### src/rtl/nv_ram_fifo_pkg.sv
// Shared widths and helpers for the RAM-backed valid/ready FIFO controller.
package nv_ram_fifo_pkg;

   localparam int unsigned FIFO_DW    = 32;
   localparam int unsigned FIFO_AW    = 5;
   localparam int unsigned FIFO_DEPTH = 32;
   localparam int unsigned FIFO_CW    = FIFO_AW + 1;

   function automatic int unsigned fifo_depth(input int unsigned aw);
      return 32'd1 << aw;
   endfunction

endpackage

### src/rtl/nv_ram_fifo_rdpipe.sv
// Read pipeline tracking: s1 = address latched in RAM, s2 = data in RAM output register.
module nv_ram_fifo_rdpipe (
   input  logic clk,
   input  logic rst_n,
   input  logic issue_req_i,
   input  logic rd_prdy_i,
   output logic re_c_o,
   output logic ore_c_o,
   output logic rd_pvld_o
);

   logic s1_vld_q, s1_vld_d;
   logic s2_vld_q, s2_vld_d;

   // Capture into the output register whenever it is empty or being consumed.
   assign ore_c_o   = s1_vld_q & (~s2_vld_q | rd_prdy_i);
   assign re_c_o    = issue_req_i & (~s1_vld_q | ore_c_o);
   assign rd_pvld_o = s2_vld_q;

   always_comb begin
      s1_vld_d = s1_vld_q;
      s2_vld_d = s2_vld_q;
      if (re_c_o) begin
         s1_vld_d = 1'b1;
      end else if (ore_c_o) begin
         s1_vld_d = 1'b0;
      end
      if (ore_c_o) begin
         s2_vld_d = 1'b1;
      end else if (rd_prdy_i) begin
         s2_vld_d = 1'b0;
      end
   end

   always_ff @(posedge clk or negedge rst_n) begin
      if (!rst_n) begin
         s1_vld_q <= 1'b0;
         s2_vld_q <= 1'b0;
      end else begin
         s1_vld_q <= s1_vld_d;
         s2_vld_q <= s2_vld_d;
         // A stalled output must stay valid.
         assert (!(s2_vld_q && !rd_prdy_i) || s2_vld_d);
      end
   end

endmodule

### src/rtl/nv_ram_rwsp_32x32_fifo_ctrl.sv
// Valid/ready FIFO controller around an external 32x32 registered-read RAM.
// Optional NV_RAM_FIFO_CTRL_CUT_THROUGH_EN issues a same-cycle write straight to the read port.
module nv_ram_rwsp_32x32_fifo_ctrl
   import nv_ram_fifo_pkg::*;
#(
   parameter int unsigned DW = FIFO_DW,
   parameter int unsigned AW = FIFO_AW
) (
   input  logic          nvdla_core_clk,
   input  logic          nvdla_core_rstn,
   input  logic          wr_pvld,
   output logic          wr_prdy,
   input  logic [DW-1:0] wr_pd,
   output logic          rd_pvld,
   input  logic          rd_prdy,
   output logic [DW-1:0] rd_pd,
   output logic [AW-1:0] ram_wa,
   output logic          ram_we,
   output logic [DW-1:0] ram_di,
   output logic [AW-1:0] ram_ra,
   output logic          ram_re,
   output logic          ram_ore,
   input  logic [DW-1:0] ram_dout,
   input  logic [31:0]   pwrbus_ram_pd,
   output logic [31:0]   ram_pwrbus_pd
);

   localparam int unsigned DEPTH = fifo_depth(AW);
   localparam int unsigned CW    = AW + 1;

   logic [AW-1:0] wr_ptr_q, wr_ptr_d;
   logic [AW-1:0] rd_ptr_q, rd_ptr_d;
   logic [CW-1:0] ram_cnt_q, ram_cnt_d;
   logic [CW-1:0] unissued_q, unissued_d;
   logic          wr_prdy_q, wr_prdy_d;
   logic          issue_req_c;

   assign wr_prdy       = wr_prdy_q;
   assign ram_we        = wr_pvld & wr_prdy_q;
   assign ram_wa        = wr_ptr_q;
   assign ram_di        = wr_pd;
   assign ram_ra        = rd_ptr_q;
   assign rd_pd         = ram_dout;
   assign ram_pwrbus_pd = pwrbus_ram_pd;

`ifdef NV_RAM_FIFO_CTRL_CUT_THROUGH_EN
   // With nothing unissued rd_ptr==wr_ptr, so a same-edge write can be latched for read.
   assign issue_req_c = (unissued_q != '0) | ram_we;
`else
   assign issue_req_c = (unissued_q != '0);
`endif

   nv_ram_fifo_rdpipe u_rdpipe (
      .clk         (nvdla_core_clk),
      .rst_n       (nvdla_core_rstn),
      .issue_req_i (issue_req_c),
      .rd_prdy_i   (rd_prdy),
      .re_c_o      (ram_re),
      .ore_c_o     (ram_ore),
      .rd_pvld_o   (rd_pvld)
   );

   // Slots are released on ore only, so a latched-but-uncaptured address is never overwritten.
   always_comb begin
      wr_ptr_d   = wr_ptr_q;
      rd_ptr_d   = rd_ptr_q;
      if (ram_we) begin
         wr_ptr_d = wr_ptr_q + AW'(1);
      end
      if (ram_re) begin
         rd_ptr_d = rd_ptr_q + AW'(1);
      end
      ram_cnt_d  = ram_cnt_q + CW'(ram_we) - CW'(ram_ore);
      unissued_d = unissued_q + CW'(ram_we) - CW'(ram_re);
      wr_prdy_d  = (ram_cnt_d != CW'(DEPTH));
   end

   always_ff @(posedge nvdla_core_clk or negedge nvdla_core_rstn) begin
      if (!nvdla_core_rstn) begin
         wr_ptr_q   <= '0;
         rd_ptr_q   <= '0;
         ram_cnt_q  <= '0;
         unissued_q <= '0;
         wr_prdy_q  <= 1'b0;
      end else begin
         wr_ptr_q   <= wr_ptr_d;
         rd_ptr_q   <= rd_ptr_d;
         ram_cnt_q  <= ram_cnt_d;
         unissued_q <= unissued_d;
         wr_prdy_q  <= wr_prdy_d;
         assert (ram_cnt_q <= CW'(DEPTH));
         assert (unissued_q <= ram_cnt_q);
      end
   end

endmodule

### config.mk
export PLATFORM = sky130hd
export DESIGN_NAME = nv_ram_rwsp_32x32_fifo_ctrl
export DESIGN_NICKNAME = d
export VERILOG_FILES = /design/src/rtl/nv_ram_fifo_pkg.sv /design/src/rtl/nv_ram_fifo_rdpipe.sv /design/src/rtl/nv_ram_rwsp_32x32_fifo_ctrl.sv
export SDC_FILE = /design/constraint.sdc
export NUM_CORES = 1
export LEC_CHECK = 0
export CAP_MARGIN = 20
export CELL_PAD_IN_SITES_DETAIL_PLACEMENT = 1
export CELL_PAD_IN_SITES_GLOBAL_PLACEMENT = 2
export CORE_ASPECT_RATIO = 0.9
export CORE_MARGIN = 2
export CORE_UTILIZATION = 14
export CTS_BUF_LIST = sky130_fd_sc_hd__clkbuf_4 sky130_fd_sc_hd__clkbuf_8 sky130_fd_sc_hd__clkbuf_16
export DETAILED_ROUTE_END_ITERATION = 16
export PLACE_DENSITY_LB_ADDON = 0.08
export SLEW_MARGIN = 20
export SYNTH_ARGS = -nofsm -noshare
export SYNTH_HDL_FRONTEND = slang
export SYNTH_SLANG_ARGS = --single-unit
### constraint.sdc
create_clock -name nvdla_core_clk -period 2.91 [get_ports nvdla_core_clk]
set_input_delay 0.4365 -clock nvdla_core_clk [delete_from_list [all_inputs] [get_ports nvdla_core_clk]]
set_output_delay 0.4365 -clock nvdla_core_clk [all_outputs]
set_load 0.005 [all_outputs]
==> out/summary.txt, run 1 <==
Clock skew - 5.75 ps
Crit Path Class - reg -> reg
Critical path peak fanout - 3
CP Capture Type - register
Max Cap Viol - 0
Cell Pwr Density - 1180 nW/um2
CP Launch Type - register
Commonest cells post-synth - buf_4, dfrtp_1, inv_1, ha_1, xnor2_1
Port Buffer Count - 18
Row count - 42
DIE HEIGHT - 119 um
First-pass GRT wire length - 6030 um
Top cell type's share of synthesized area - 34.8%
Pin count of the biggest net entering global routing - 26
Post-synth EDFFs - 0
Least-Margin Pin Slew - 359 ps
Post-synth net total - 338
Status - finished, final reports clean
Hold_buf cts - 0
Register area share after synthesis - 30.2%
Setup TNS - 0 ps
Clk root buf - clkbuf_16
Vias in the first global route - 1147
DP HPWL - 2850 um
Register bit total from synthesis - 25
Pleak - 0.819 nW
Via count - 1006
Synth warnings - 0
Unrepaired setup endpoints after global routing - false
Main synth FF type - dfrtp_1
Final WL - 3630 um
GPL Wtd Cong - 0.646
Most frequent cell after synthesis - buf_4
Clk_lat worst skew - 260 ps
Setup ws final - 310 ps
Initial antenna violation count - 0
Relative slew slack - 76.1%
Pre-Repair DR Iteration Count - 4
CP Data Required Time - 3050 ps
Die area - 15800 um2
Final count of negative-setup-slack endpoints - 0
Worst slack, placed - -303 ps
Fin crit period - 2600 ps
Gr ovfl total - 0
Total track usage - 4.78%
I/O pin total - 211
Clk sinks - 25
Wirelength per Cell - 10.4 um
Crit share post-route - 89.4%
Distinct cells, synth - 28
Avg Cell Area, Syn - 9.42 um2
Worst Path Arrival - 2740 ps
Yosys top cell by area - buf_4
Post-route DRC - 0
Initial Util - 14.2%
Fraction of registers with async set/reset - 100%
Final hold viol count - 0
Clk buf depth - 2
Cells after synthesis - 220
Max Transition Viols Final - 0
CTS clk-pin slew, worst paths - 70 ps
Synthesized area - 2070 um2
Share of layout cells above drive strength 1 - 14.4%
Maximum VDD drop - 0.224 mV
# diodes - 0
Routed Antenna Nets - 0
Max Fclk - 0.385 GHz
CTS buffer count - 3
Top post-synthesis cells by area - buf_4, dfrtp_1, ha_1
CTS tree - done
First DRT Iteration DRCs - 12
Layout Nets - 272
Vias per cell - 2.87
Area delta synth->final - -6.34%
H-tree level count - 1
Hold crit path type - reg -> reg
Area of the core - 14600 um2
Chip Width - 132 um
final cells by class:
cell class	count	area, um2
sequential	25	626
clock buffer	3	75.1
inverter	20	75.1
multi-input combinational	79	676
fill	1746	12700
timing repair buffer	25	235
tap	198	248
clock inverter	1	7.51
kinds of logic after synthesis:
family | Yosys count | share of synthesized area [%]
AND/OR/NAND/NOR | 30 | 7.42
multiplexers | 2 | 1.09
adder cells (fa/ha/maj) | 18 | 11.6
XOR/XNOR | 16 | 6.76
AO/OA/AOI/OAI | 13 | 4.59
buffers and inverters | 116 | 38.4
flip-flops | 25 | 30.2
metal layers:
layer | routed length [um] | GRT usage, % | share of wire [%]
met3 | 257 | 1.53 | 7.1
met1 | 1550 | 5.60 | 43
met4 | 64 | 2.28 | 1.8
met2 | 1760 | 7.91 | 48
met5 | 0 | 0 | 0
placed cells by master (no fill, tap or decap), drive strengths merged, types with 5 or more instances in the layout:
cell / count
xor2: 5
xnor2: 11
a21oi: 6
dfrtp: 25
nand2: 7
inv: 20
ha: 16
nor2: 9
clkdlybuf4s50: 17
buf: 7
critical path, stage by stage (launching register included):
cell      delay (ps)
dfrtp_1          410
nand2b_4          60
and2_4           150
ha_1             280
inv_1             60
ha_2             170
inv_1             50
fa_2             510
inv_1             50
or3_4            370
a2111o_1         360
per-stage QoR:
| stage | instance area [um2] | utilization [%] | instances | power (mW) | hold WS, ps |
|---|---|---|---|---|---|
| after floorplan | 2070 | - | 220 | 1.59 | 141 |
| after global placement | 1830 | 12.5 | 346 | 1.98 | 465 |
| after detailed placement | 1830 | 12.5 | 346 | 1.98 | 476 |
| after CTS | 1910 | 13.1 | 350 | 2.32 | 487 |
| after global routing | 1940 | 13.3 | 351 | 2.57 | 509 |
| final | 1940 | 13.3 | 351 | 2.29 | 480 |
state kept, by name, indices dropped and copies added (netlist names):
register            flops
ram_ra                  5
ram_cnt_q               6
ram_wa                  5
u_rdpipe.rd_pvld_o      1
wr_prdy                 1
unissued_q              6
u_rdpipe.s1_vld_q       1
path summary, 6_finish.rpt:
kind                                         start            end  slack (ps)  cells past startpoint
worst max register to register  u_rdpipe.rd_pvld_o        wr_prdy         310                     10
worst min-delay path                     ram_wa[4]      ram_wa[4]         480                      1
worst min register to register           ram_wa[4]      ram_wa[4]         480                      1
max in group asynchronous          nvdla_core_rstn  unissued_q[0]        2090                      2
min in group asynchronous          nvdla_core_rstn      ram_ra[4]         550                      2
worst max-delay path            u_rdpipe.rd_pvld_o        wr_prdy         310                     10
repair_timing:
action                                  CTS  global route
buffers inserted                          0             1
gates resized for setup                   1             6
pin swaps                                 1             1
endpoints found under the setup margin    1             1
report_power, final:
group | switching [mW] | leakage, nW | internal, mW
Sequential | 0.141 | 0.284 | 0.536
Combinational | 0.618 | 0.498 | 0.669
Clock | 0.138 | 0.0371 | 0.187
No activity file was read; power rests on OpenSTA's default activity.
==> run 2, diff against run 1 <==
- SKIP_LAST_GASP: unset -> 1
==> results of run 2 <==
The final DEF is identical to that of run 1; final timing and power are the same.
==> run 3, diff against run 2 <==
- SLEW_MARGIN: 20 -> unset
==> results of run 3 <==
The final DEF is identical to that of run 1; final timing and power are the same.
